### src/rtl/motor_pkg.sv
// Shared types and helpers for the two-channel motor drive sequencer.
package motor_pkg;

    localparam int DUTY_W = 10;

    // Motion command encodings carried on cmd_op.
    typedef enum logic [2:0] {
        OP_STOP    = 3'd0,
        OP_FWD     = 3'd1,
        OP_REV     = 3'd2,
        OP_SPIN_L  = 3'd3,
        OP_SPIN_R  = 3'd4,
        OP_PIVOT_L = 3'd5,
        OP_PIVOT_R = 3'd6,
        OP_RSVD    = 3'd7
    } cmd_op_t;

    // Sequencer states.
    typedef enum logic [1:0] {
        ST_IDLE  = 2'd0,
        ST_RAMP  = 2'd1,
        ST_BRAKE = 2'd2,
        ST_DEAD  = 2'd3
    } state_t;

    // Per-motor target: direction (1 = forward) and duty.
    typedef struct packed {
        logic              dir;
        logic [DUTY_W-1:0] duty;
    } motor_tgt_t;

    function automatic motor_tgt_t mk_tgt(input logic dir, input logic [DUTY_W-1:0] duty);
        motor_tgt_t t;
        t.dir  = dir;
        t.duty = duty;
        return t;
    endfunction

    // Limit a commanded speed to the PWM period count.
    function automatic logic [DUTY_W-1:0] clamp_duty(input logic [DUTY_W-1:0] v, input int duty_max);
        int vi;
        vi = {{(32-DUTY_W){1'b0}}, v};
        if (vi > duty_max) begin
            vi = duty_max;
        end
        return DUTY_W'(vi);
    endfunction

    // One slew step: snap to the goal when within one step, else move one step toward it.
    function automatic logic [DUTY_W-1:0] step_toward(input logic [DUTY_W-1:0] cur,
                                                      input logic [DUTY_W-1:0] goal,
                                                      input int step,
                                                      input int duty_max);
        int c;
        int g;
        int r;
        c = {{(32-DUTY_W){1'b0}}, cur};
        g = {{(32-DUTY_W){1'b0}}, goal};
        if (g > c) begin
            r = ((g - c) <= step) ? g : c + step;
        end else begin
            r = ((c - g) <= step) ? g : c - step;
        end
        if (r > duty_max) begin
            r = duty_max;
        end
        if (r < 0) begin
            r = 0;
        end
        return DUTY_W'(r);
    endfunction

endpackage

### src/rtl/motor_ramp_channel.sv
// One motor channel: duty/direction state plus target registers, slewed on ramp ticks.
module motor_ramp_channel
    import motor_pkg::*;
#(
    parameter int STEP     = 10,
    parameter int DUTY_MAX = 1000
) (
    input  logic              clk,
    input  logic              rst,
    input  logic              estop,
    input  logic              step_en,
    input  logic              brake,
    input  logic              load,
    input  motor_tgt_t        load_tgt,
    input  logic              dir_apply,
    output logic [DUTY_W-1:0] duty,
    output logic              dir,
    output logic              reversing,
    output logic              at_target,
    output logic              at_zero
);

    logic [DUTY_W-1:0] duty_reg;
    logic              dir_reg;
    logic [DUTY_W-1:0] tgt_duty_reg;
    logic              tgt_dir_reg;
    logic [DUTY_W-1:0] goal;

    assign reversing = (tgt_dir_reg != dir_reg);
    assign at_target = (duty_reg == tgt_duty_reg);
    assign at_zero   = (duty_reg == '0);

    // A reversing motor must coast to zero while braking, whatever its final target.
    assign goal = (brake && reversing) ? '0 : tgt_duty_reg;

    // Duty slews on ticks; targets load on accept; direction flips only when told to.
    always_ff @(posedge clk or posedge rst) begin
        if (rst) begin
            duty_reg     <= '0;
            dir_reg      <= 1'b1;
            tgt_duty_reg <= '0;
            tgt_dir_reg  <= 1'b1;
        end else if (estop) begin
            duty_reg     <= '0;
            tgt_duty_reg <= '0;
            tgt_dir_reg  <= dir_reg;
        end else begin
            if (step_en) begin
                duty_reg <= step_toward(duty_reg, goal, STEP, DUTY_MAX);
            end
            if (load) begin
                tgt_duty_reg <= load_tgt.duty;
                tgt_dir_reg  <= load_tgt.dir;
            end
            if (dir_apply) begin
                dir_reg <= tgt_dir_reg;
            end
        end
    end

    assign duty = duty_reg;
    assign dir  = dir_reg;

endmodule

### src/rtl/motor_drive_ctrl.sv
// Drive-command sequencer: op decode, ramp prescaler, brake/dead-time FSM for two motors.
module motor_drive_ctrl
    import motor_pkg::*;
#(
    parameter int RAMP_DIV   = 1000,
    parameter int STEP       = 10,
    parameter int DUTY_MAX   = 1000,
    parameter int DEAD_TICKS = 5
) (
    input  logic              clk,
    input  logic              rst,
    input  logic              cmd_valid,
    output logic              cmd_ready,
    input  logic [2:0]        cmd_op,
    input  logic [DUTY_W-1:0] cmd_speed,
    input  logic              estop,
    output logic [DUTY_W-1:0] duty_l,
    output logic [DUTY_W-1:0] duty_r,
    output logic              dir_l,
    output logic              dir_r,
    output logic              busy
);

    localparam int PW  = (RAMP_DIV > 1) ? $clog2(RAMP_DIV) : 1;
    localparam int DCW = (DEAD_TICKS > 1) ? $clog2(DEAD_TICKS + 1) : 1;
    localparam logic [PW-1:0]  PRESC_LAST = PW'(RAMP_DIV - 1);
    localparam logic [DCW-1:0] DEAD_LAST  = DCW'(DEAD_TICKS - 1);

    // Index 0 is the left motor, index 1 the right motor.
    logic [PW-1:0]                 presc_reg;
    logic                          tick;
    state_t                        state_reg;
    logic                          cmd_ready_reg;
    logic                          busy_reg;
    logic [DCW-1:0]                dead_cnt_reg;

    logic                          accept;
    logic                          cmd_load;
    logic [DUTY_W-1:0]             speed_clamped;
    motor_tgt_t [1:0]              new_tgt;
    logic [1:0]                    rev_new;
    logic                          rev_any_new;
    logic                          brake_done;
    logic                          dead_done;

    logic                          step_en;
    logic                          brake;
    logic                          dir_apply;
    logic [1:0][DUTY_W-1:0]        duty_w;
    logic [1:0]                    dir_w;
    logic [1:0]                    rev_w;
    logic [1:0]                    at_tgt_w;
    logic [1:0]                    at_zero_w;

    // Free-running ramp prescaler; commands never restart it.
    always_ff @(posedge clk or posedge rst) begin
        if (rst) begin
            presc_reg <= '0;
        end else if (presc_reg == PRESC_LAST) begin
            presc_reg <= '0;
        end else begin
            presc_reg <= presc_reg + 1'b1;
        end
    end

    assign tick = (presc_reg == PRESC_LAST);

    // Estop blocks the handshake even in the cycle before cmd_ready drops.
    assign accept        = cmd_valid && cmd_ready_reg && !estop;
    assign cmd_load      = accept && (cmd_op_t'(cmd_op) != OP_RSVD);
    assign speed_clamped = clamp_duty(cmd_speed, DUTY_MAX);

    // Op decode into per-motor targets; "unchanged" direction means keep the present one.
    always_comb begin
        new_tgt[0] = mk_tgt(dir_w[0], '0);
        new_tgt[1] = mk_tgt(dir_w[1], '0);
        case (cmd_op_t'(cmd_op))
            OP_FWD: begin
                new_tgt[0] = mk_tgt(1'b1, speed_clamped);
                new_tgt[1] = mk_tgt(1'b1, speed_clamped);
            end
            OP_REV: begin
                new_tgt[0] = mk_tgt(1'b0, speed_clamped);
                new_tgt[1] = mk_tgt(1'b0, speed_clamped);
            end
            OP_SPIN_L: begin
                new_tgt[0] = mk_tgt(1'b0, speed_clamped);
                new_tgt[1] = mk_tgt(1'b1, speed_clamped);
            end
            OP_SPIN_R: begin
                new_tgt[0] = mk_tgt(1'b1, speed_clamped);
                new_tgt[1] = mk_tgt(1'b0, speed_clamped);
            end
            OP_PIVOT_L: begin
                new_tgt[1] = mk_tgt(1'b1, speed_clamped);
            end
            OP_PIVOT_R: begin
                new_tgt[0] = mk_tgt(1'b1, speed_clamped);
            end
            default: begin
            end
        endcase
    end

    // Reversal is judged against the targets that will hold after this accept.
    generate
        for (genvar gi = 0; gi < 2; gi++) begin : g_rev
            assign rev_new[gi] = cmd_load ? (new_tgt[gi].dir != dir_w[gi]) : rev_w[gi];
        end
    endgenerate

    assign rev_any_new = |rev_new;
    assign brake_done  = &(~rev_w | at_zero_w);
    assign dead_done   = tick && (dead_cnt_reg == DEAD_LAST);

    // Sequencer FSM with registered handshake and busy outputs.
    always_ff @(posedge clk or posedge rst) begin
        if (rst) begin
            state_reg     <= ST_IDLE;
            cmd_ready_reg <= 1'b1;
            busy_reg      <= 1'b0;
            dead_cnt_reg  <= '0;
        end else if (estop) begin
            state_reg     <= ST_IDLE;
            cmd_ready_reg <= 1'b0;
            busy_reg      <= 1'b0;
            dead_cnt_reg  <= '0;
        end else begin
            case (state_reg)
                ST_IDLE, ST_RAMP: begin
                    if (accept) begin
                        state_reg     <= rev_any_new ? ST_BRAKE : ST_RAMP;
                        cmd_ready_reg <= !rev_any_new;
                        busy_reg      <= 1'b1;
                    end else if (state_reg == ST_RAMP && (&at_tgt_w)) begin
                        state_reg     <= ST_IDLE;
                        cmd_ready_reg <= 1'b1;
                        busy_reg      <= 1'b0;
                    end else begin
                        cmd_ready_reg <= 1'b1;
                    end
                end
                ST_BRAKE: begin
                    if (brake_done) begin
                        state_reg    <= ST_DEAD;
                        dead_cnt_reg <= '0;
                    end
                end
                ST_DEAD: begin
                    if (dead_done) begin
                        state_reg     <= ST_RAMP;
                        cmd_ready_reg <= 1'b1;
                    end else if (tick) begin
                        dead_cnt_reg <= dead_cnt_reg + 1'b1;
                    end
                end
                default: begin
                    state_reg     <= ST_IDLE;
                    cmd_ready_reg <= 1'b1;
                    busy_reg      <= 1'b0;
                end
            endcase
        end
    end

    assign step_en   = tick && (state_reg == ST_RAMP || state_reg == ST_BRAKE);
    assign brake     = (state_reg == ST_BRAKE);
    assign dir_apply = (state_reg == ST_DEAD) && dead_done;

    generate
        for (genvar gi = 0; gi < 2; gi++) begin : g_chan
            motor_ramp_channel #(
                .STEP     (STEP),
                .DUTY_MAX (DUTY_MAX)
            ) u_chan (
                .clk       (clk),
                .rst       (rst),
                .estop     (estop),
                .step_en   (step_en),
                .brake     (brake),
                .load      (cmd_load),
                .load_tgt  (new_tgt[gi]),
                .dir_apply (dir_apply),
                .duty      (duty_w[gi]),
                .dir       (dir_w[gi]),
                .reversing (rev_w[gi]),
                .at_target (at_tgt_w[gi]),
                .at_zero   (at_zero_w[gi])
            );
        end
    endgenerate

    assign duty_l    = duty_w[0];
    assign duty_r    = duty_w[1];
    assign dir_l     = dir_w[0];
    assign dir_r     = dir_w[1];
    assign cmd_ready = cmd_ready_reg;
    assign busy      = busy_reg;

endmodule

### config.mk
export PLATFORM = sky130hd
export DESIGN_NAME = motor_drive_ctrl
export DESIGN_NICKNAME = d
export VERILOG_FILES = /design/src/rtl/motor_pkg.sv /design/src/rtl/motor_ramp_channel.sv /design/src/rtl/motor_drive_ctrl.sv
export SDC_FILE = /design/constraint.sdc
export NUM_CORES = 1
export LEC_CHECK = 0
export ABC_CLOCK_PERIOD_IN_PS = 9990
export CORE_MARGIN = 2
export CORE_UTILIZATION = 40
export DETAILED_ROUTE_END_ITERATION = 8
export SLEW_MARGIN = 20
export SYNTH_ARGS = -nofsm -noshare
export SYNTH_HDL_FRONTEND = slang
export SYNTH_SLANG_ARGS = --single-unit
### constraint.sdc
create_clock -name clk -period 9.99 [get_ports clk]
set_input_delay 1.998 -clock clk [delete_from_list [all_inputs] [get_ports clk]]
set_output_delay 1.998 -clock clk [all_outputs]
set_load 0.01 [all_outputs]
==> out/qor_table.md <==
| Group | Result | This run |
| --- | --- | --- |
| pwr | Net switching component of the power | 0.000388 W |
| placement | Final weighted congestion of routability-driven global placement | 0.997 |
| setup path | Crit path max-delay cell type | sky130_fd_sc_hd__or4b_2 |
| logic synthesis | Netlist Area Pre-Place | 0.00688 mm2 |
| clock network | Cts repair resizes | 0 |
| die | Die Height | 135 um |
| pwr | IR Drop Worst-Case VDD | 0.0837 mV |
| global route | Total routing usage reported by global routing | 22.5% |
| run | Count of max-cap constraint violations | 0 |
| logic synthesis | Number of different library cells in the post-synthesis netlist | 78 |
| sta | Worst-case clock skew | 8.10 ps |
| global route | Number of global-route vias before repair | 6161 |
| setup path | Cell seen most often among critical-path stages | sky130_fd_sc_hd__o21ai_0 |
| die | Initial Utilization | 41.2% |
| clock network | Buffer cell driving the clock tree root | sky130_fd_sc_hd__clkbuf_16 |
| logic synthesis | Most frequently used flop master after synthesis | sky130_fd_sc_hd__dfrtp_1 |
| clock network | Clock transition at the registers of the reported paths | 60 ps |
| die | Number of rows created at floorplan | 47 |
| die | Core region area | 0.0167 mm2 |
| final layout | Layout overhead on the synthesized area | 11.8% |
| sta | Slew Limit Headroom | 46.3% |
| clock network | Clock insertion delay at the later pin of the skew report | 340 ps |
| logic synthesis | Number of enable-type register cells in the synthesized netlist | 0 |
| pwr | Leakage power total | 3.35 nW |
| clock network | Buffers inserted during post-CTS setup optimization | 0 |
| placement | Port-buffer cells | 40 |
| die | Die ar. | 0.0183 mm2 |
| setup path | Category of the worst setup path capture point | flop |
| sta | Clock period minus final worst setup slack | 5550 ps |
| logic synthesis | Avg Synthesized Cell Area | 7.88 um2 |
| drt | Count of vias placed by the detailed router | 6593 |
| setup path | Type of the worst setup path | reg2reg |
| drt | Wire length per cell | 18.0 um |
| sta | Number of hold violations in the final report | 0 |
| final layout | Number of antenna repair diodes | 0 |
| setup path | Cell chain of the critical path | inv_1 -> ha_1 -> inv_1 -> o21ai_0 -> ha_1 -> nand2_1 -> o2111ai_1 -> o31ai_1 -> or4b_2 -> nor4_1 -> a21oi_2 -> o21ai_0 -> o21ai_0 -> o41a_1 -> o21ai_2 -> o21ai_1 |
| sta | Final total negative setup slack | 0 ps |
| final layout | Finished Cell Area | 0.00770 mm2 |
| setup path | Reg2Reg Setup Slack | 4440 ps |
| setup path | Critical Path Source Type | flop |
| pwr | Cell-internal power | 0.000607 W |
| global route | Wire length of the first global-routing pass | 32.7 mm |
| logic synthesis | Net Count, Synth | 945 |
| sta | Setup repair after global routing missed its margin | false |
| clock network | CTS max path bufs | 2 |
| sta | Final max-slew violation count | 0 |
| die | I/O pin total | 41 |
| sta | Final-report setup violation count | 0 |
| global route | Largest net degree at the start of global routing | 62 |
| sta | Highest Clock Rate | 180 MHz |
| drt | DRC violations left | 0 |
| logic synthesis | FFs w/ async S/R, synth | 100% |
| final layout | Fraction of final layout cells sized beyond drive strength 1 | 6.40% |
| final layout | Layout filler cell count | 1673 |
| setup path | Arrival time of data at the critical path endpoint | 5770 ps |
| logic synthesis | Sequential share of the synthesized area | 22.3% |
| setup path | Maximum fanout count along the critical path | 11 |
| clock network | CTS tree | yes |
| drt | Initial DRT Pass Iterations | 5 |
| clock network | # H-tree levels | 3 |
| logic synthesis | Total of warnings raised by yosys | 0 |
| drt | Total routed wirelength | 20.0 mm |
| worst hold path | Worst hold path type | reg2reg |
| status | Run status | finished clean |
| global route | Residual overflow from global routing | 0 |
| die | Die Span X | 135 um |
| global route | Antenna violations before repair | 0 |
| placement | Cell area after placement | 0.00742 mm2 |
| pwr | Switching fraction of total power | 39.0% |
| drt | DRC marker count from the first detailed-route iteration | 589 |
| logic synthesis | Flops & latches, synth | 61 |
| drt | Vias per cell | 5.93 |
| final layout | Net count, final | 958 |
| clock network | # hold bufs at CTS | 0 |
| pwr | Relative contribution of sequential cells to total power | 26.8% |
| clock network | Number of CTS-inserted buffers | 9 |
| sta | Final Cycle Share | 55.5% |
| sta | Slew at the pin closest to its max-slew limit | 797 ps |
| pwr | Combinational group share of total power | 44.1% |
| clock network | Number of sinks handled by clock tree synthesis | 61 |
| drt | Residual antenna-violating net count after detailed routing | 0 |
| placement | Post-DP HPWL | 15.4 mm |
| setup path | Largest incremental delay on the critical path | 680 ps |
| logic synthesis | Cell count after synthesis | 873 |
| placement | Cell total after placement | 1095 |
| pwr | Cell area power density | 129 mW/mm2 |
| setup path | Crit path required time | 10210 ps |
| final layout | Layout Cells excl Fill | 1111 |
| pwr | Clock power frac | 29.2% |
==> metal layers <==
layer | track usage [%] | part of all wire [%]
met5 | 0 | 0
met4 | 6.71 | 1.7
met3 | 3.48 | 5.8
met2 | 33.3 | 43
met1 | 33.5 | 50
==> final cells by class <==
class | instances | area (um2) | share of cell area [%]
multi-input combinational | 712 | 4960 | 64.4
sequential | 61 | 1530 | 19.9
timing repair buffer | 45 | 438 | 5.69
tap | 220 | 275 | 3.58
clock buffer | 9 | 225 | 2.93
inverter | 57 | 214 | 2.78
clock inverter | 7 | 51.3 | 0.667
==> cells in the final DEF (no fill, tap or decap), types with 5 or more instances in the layout <==
cell type / synthesis / routed
sky130_fd_sc_hd__nor3_1: 17 / 17
sky130_fd_sc_hd__inv_1: 56 / 55
sky130_fd_sc_hd__o21ai_0: 55 / 55
sky130_fd_sc_hd__o21ai_1: 6 / 6
sky130_fd_sc_hd__clkdlybuf4s50_1: 0 / 40
sky130_fd_sc_hd__or3_1: 9 / 9
sky130_fd_sc_hd__xnor2_1: 54 / 54
sky130_fd_sc_hd__o211ai_1: 10 / 10
sky130_fd_sc_hd__nand2b_1: 7 / 7
sky130_fd_sc_hd__a22o_1: 25 / 25
sky130_fd_sc_hd__mux2i_1: 29 / 29
sky130_fd_sc_hd__o2111ai_1: 5 / 5
sky130_fd_sc_hd__nor4_1: 14 / 14
sky130_fd_sc_hd__ha_1: 51 / 51
sky130_fd_sc_hd__nor2b_1: 15 / 15
sky130_fd_sc_hd__nand4_1: 12 / 12
sky130_fd_sc_hd__and3_1: 5 / 5
sky130_fd_sc_hd__a31oi_1: 5 / 5
sky130_fd_sc_hd__dfrtp_1: 56 / 56
sky130_fd_sc_hd__dfstp_2: 5 / 5
sky130_fd_sc_hd__buf_4: 3 / 5
sky130_fd_sc_hd__and2_1: 11 / 11
sky130_fd_sc_hd__o22ai_1: 5 / 5
sky130_fd_sc_hd__clkbuf_16: 0 / 9
sky130_fd_sc_hd__a21o_1: 10 / 10
sky130_fd_sc_hd__nor2_1: 65 / 65
sky130_fd_sc_hd__nand3_1: 36 / 36
sky130_fd_sc_hd__a211oi_1: 5 / 5
sky130_fd_sc_hd__nand3b_1: 5 / 5
sky130_fd_sc_hd__a21oi_1: 63 / 62
sky130_fd_sc_hd__xor2_1: 22 / 22
sky130_fd_sc_hd__mux2_2: 10 / 10
sky130_fd_sc_hd__nand2_1: 78 / 78
==> power by group through the flow <==
stage | combinational [W] | sequential (W) | clock [W]
after global placement | 0.000432 | 0.000270 | 0
after floorplan | 0.000344 | 0.000267 | 0
after global routing | 0.000483 | 0.000267 | 0.000307
final | 0.000439 | 0.000266 | 0.000290
after detailed placement | 0.000429 | 0.000270 | 0
after CTS | 0.000431 | 0.000266 | 0.000295
==> synth_stat cells, drive strengths merged, types with 6 or more instances <==
library cell	instances	area, um2
nand4	12	75.1
or3	9	56.3
nand3	36	180
xnor2	54	473
nand2	78	293
xor2	22	193
a21oi	64	324
nor2b	15	93.8
clkbuf	32	120
o211ai	10	75.1
mux2i	29	290
o21ai	62	314
nor2	66	250
buf	11	60.1
nand2b	7	43.8
or2	6	37.5
nor4	15	109
inv	56	210
nor3	17	85.1
mux2	10	113
a31oi	6	52.6
a22o	25	219
and2	11	68.8
dfrtp	56	1400
ha	51	638
a21o	10	75.1
==> stage by stage <==
step / total power, W / util (%) / setup slack, ps / hold WS, ps
final: 0.000995 / 46.1 / 4440 / 478
after global routing: 0.00106 / 46.1 / 4120 / 501
after CTS: 0.000992 / 46.1 / 4170 / 486
after detailed placement: 0.000699 / 44.4 / 4230 / 478
after global placement: 0.000702 / 44.4 / 4210 / 476
after floorplan: 0.000611 / - / 5580 / 444
==> final timing paths <==
path | startpoint | end | cells after the start
setup / recovery | state_reg[0]$_DFFE_PP0P_ | g_chan[0].u_chan.duty[2]$_DFFE_PP0P_ | 16
hold / removal | presc_reg[9]$_DFF_PP0_ | presc_reg[9]$_DFF_PP0_ | 1
hold reg to reg | presc_reg[9]$_DFF_PP0_ | presc_reg[9]$_DFF_PP0_ | 1
min in group asynchronous | rst | g_chan[1].u_chan.tgt_duty_reg[0]$_DFFE_PP0P_ | 3
setup reg to reg | state_reg[0]$_DFFE_PP0P_ | g_chan[0].u_chan.duty[2]$_DFFE_PP0P_ | 16
max in group asynchronous | rst | g_chan[0].u_chan.duty[9]$_DFFE_PP0P_ | 3
==> cell families (layout without fill, tap and decap cells) <==
kind of cell    count (synthesis)  count (layout)  share of synthesized area [%]
buf+inv                       100             118                           5.73
xor+xnor                       76              76                           9.67
fa+ha+maj                      55              55                           10.4
flops                          61              61                           22.3
mux                            39              39                           5.85
compound gates                247             247                           24.5
simple gates                  295             295                           21.5
==> critical path: cells and delay by family, from the launching register on <==
family | cells | cell delay, ps
AND/OR/NAND/NOR | 3 | 1320
flip-flops | 1 | 410
adder cells (fa/ha/maj) | 2 | 790
AO/OA/AOI/OAI | 9 | 2520
buffers and inverters | 2 | 390
Power figures use the tool's default switching activity.
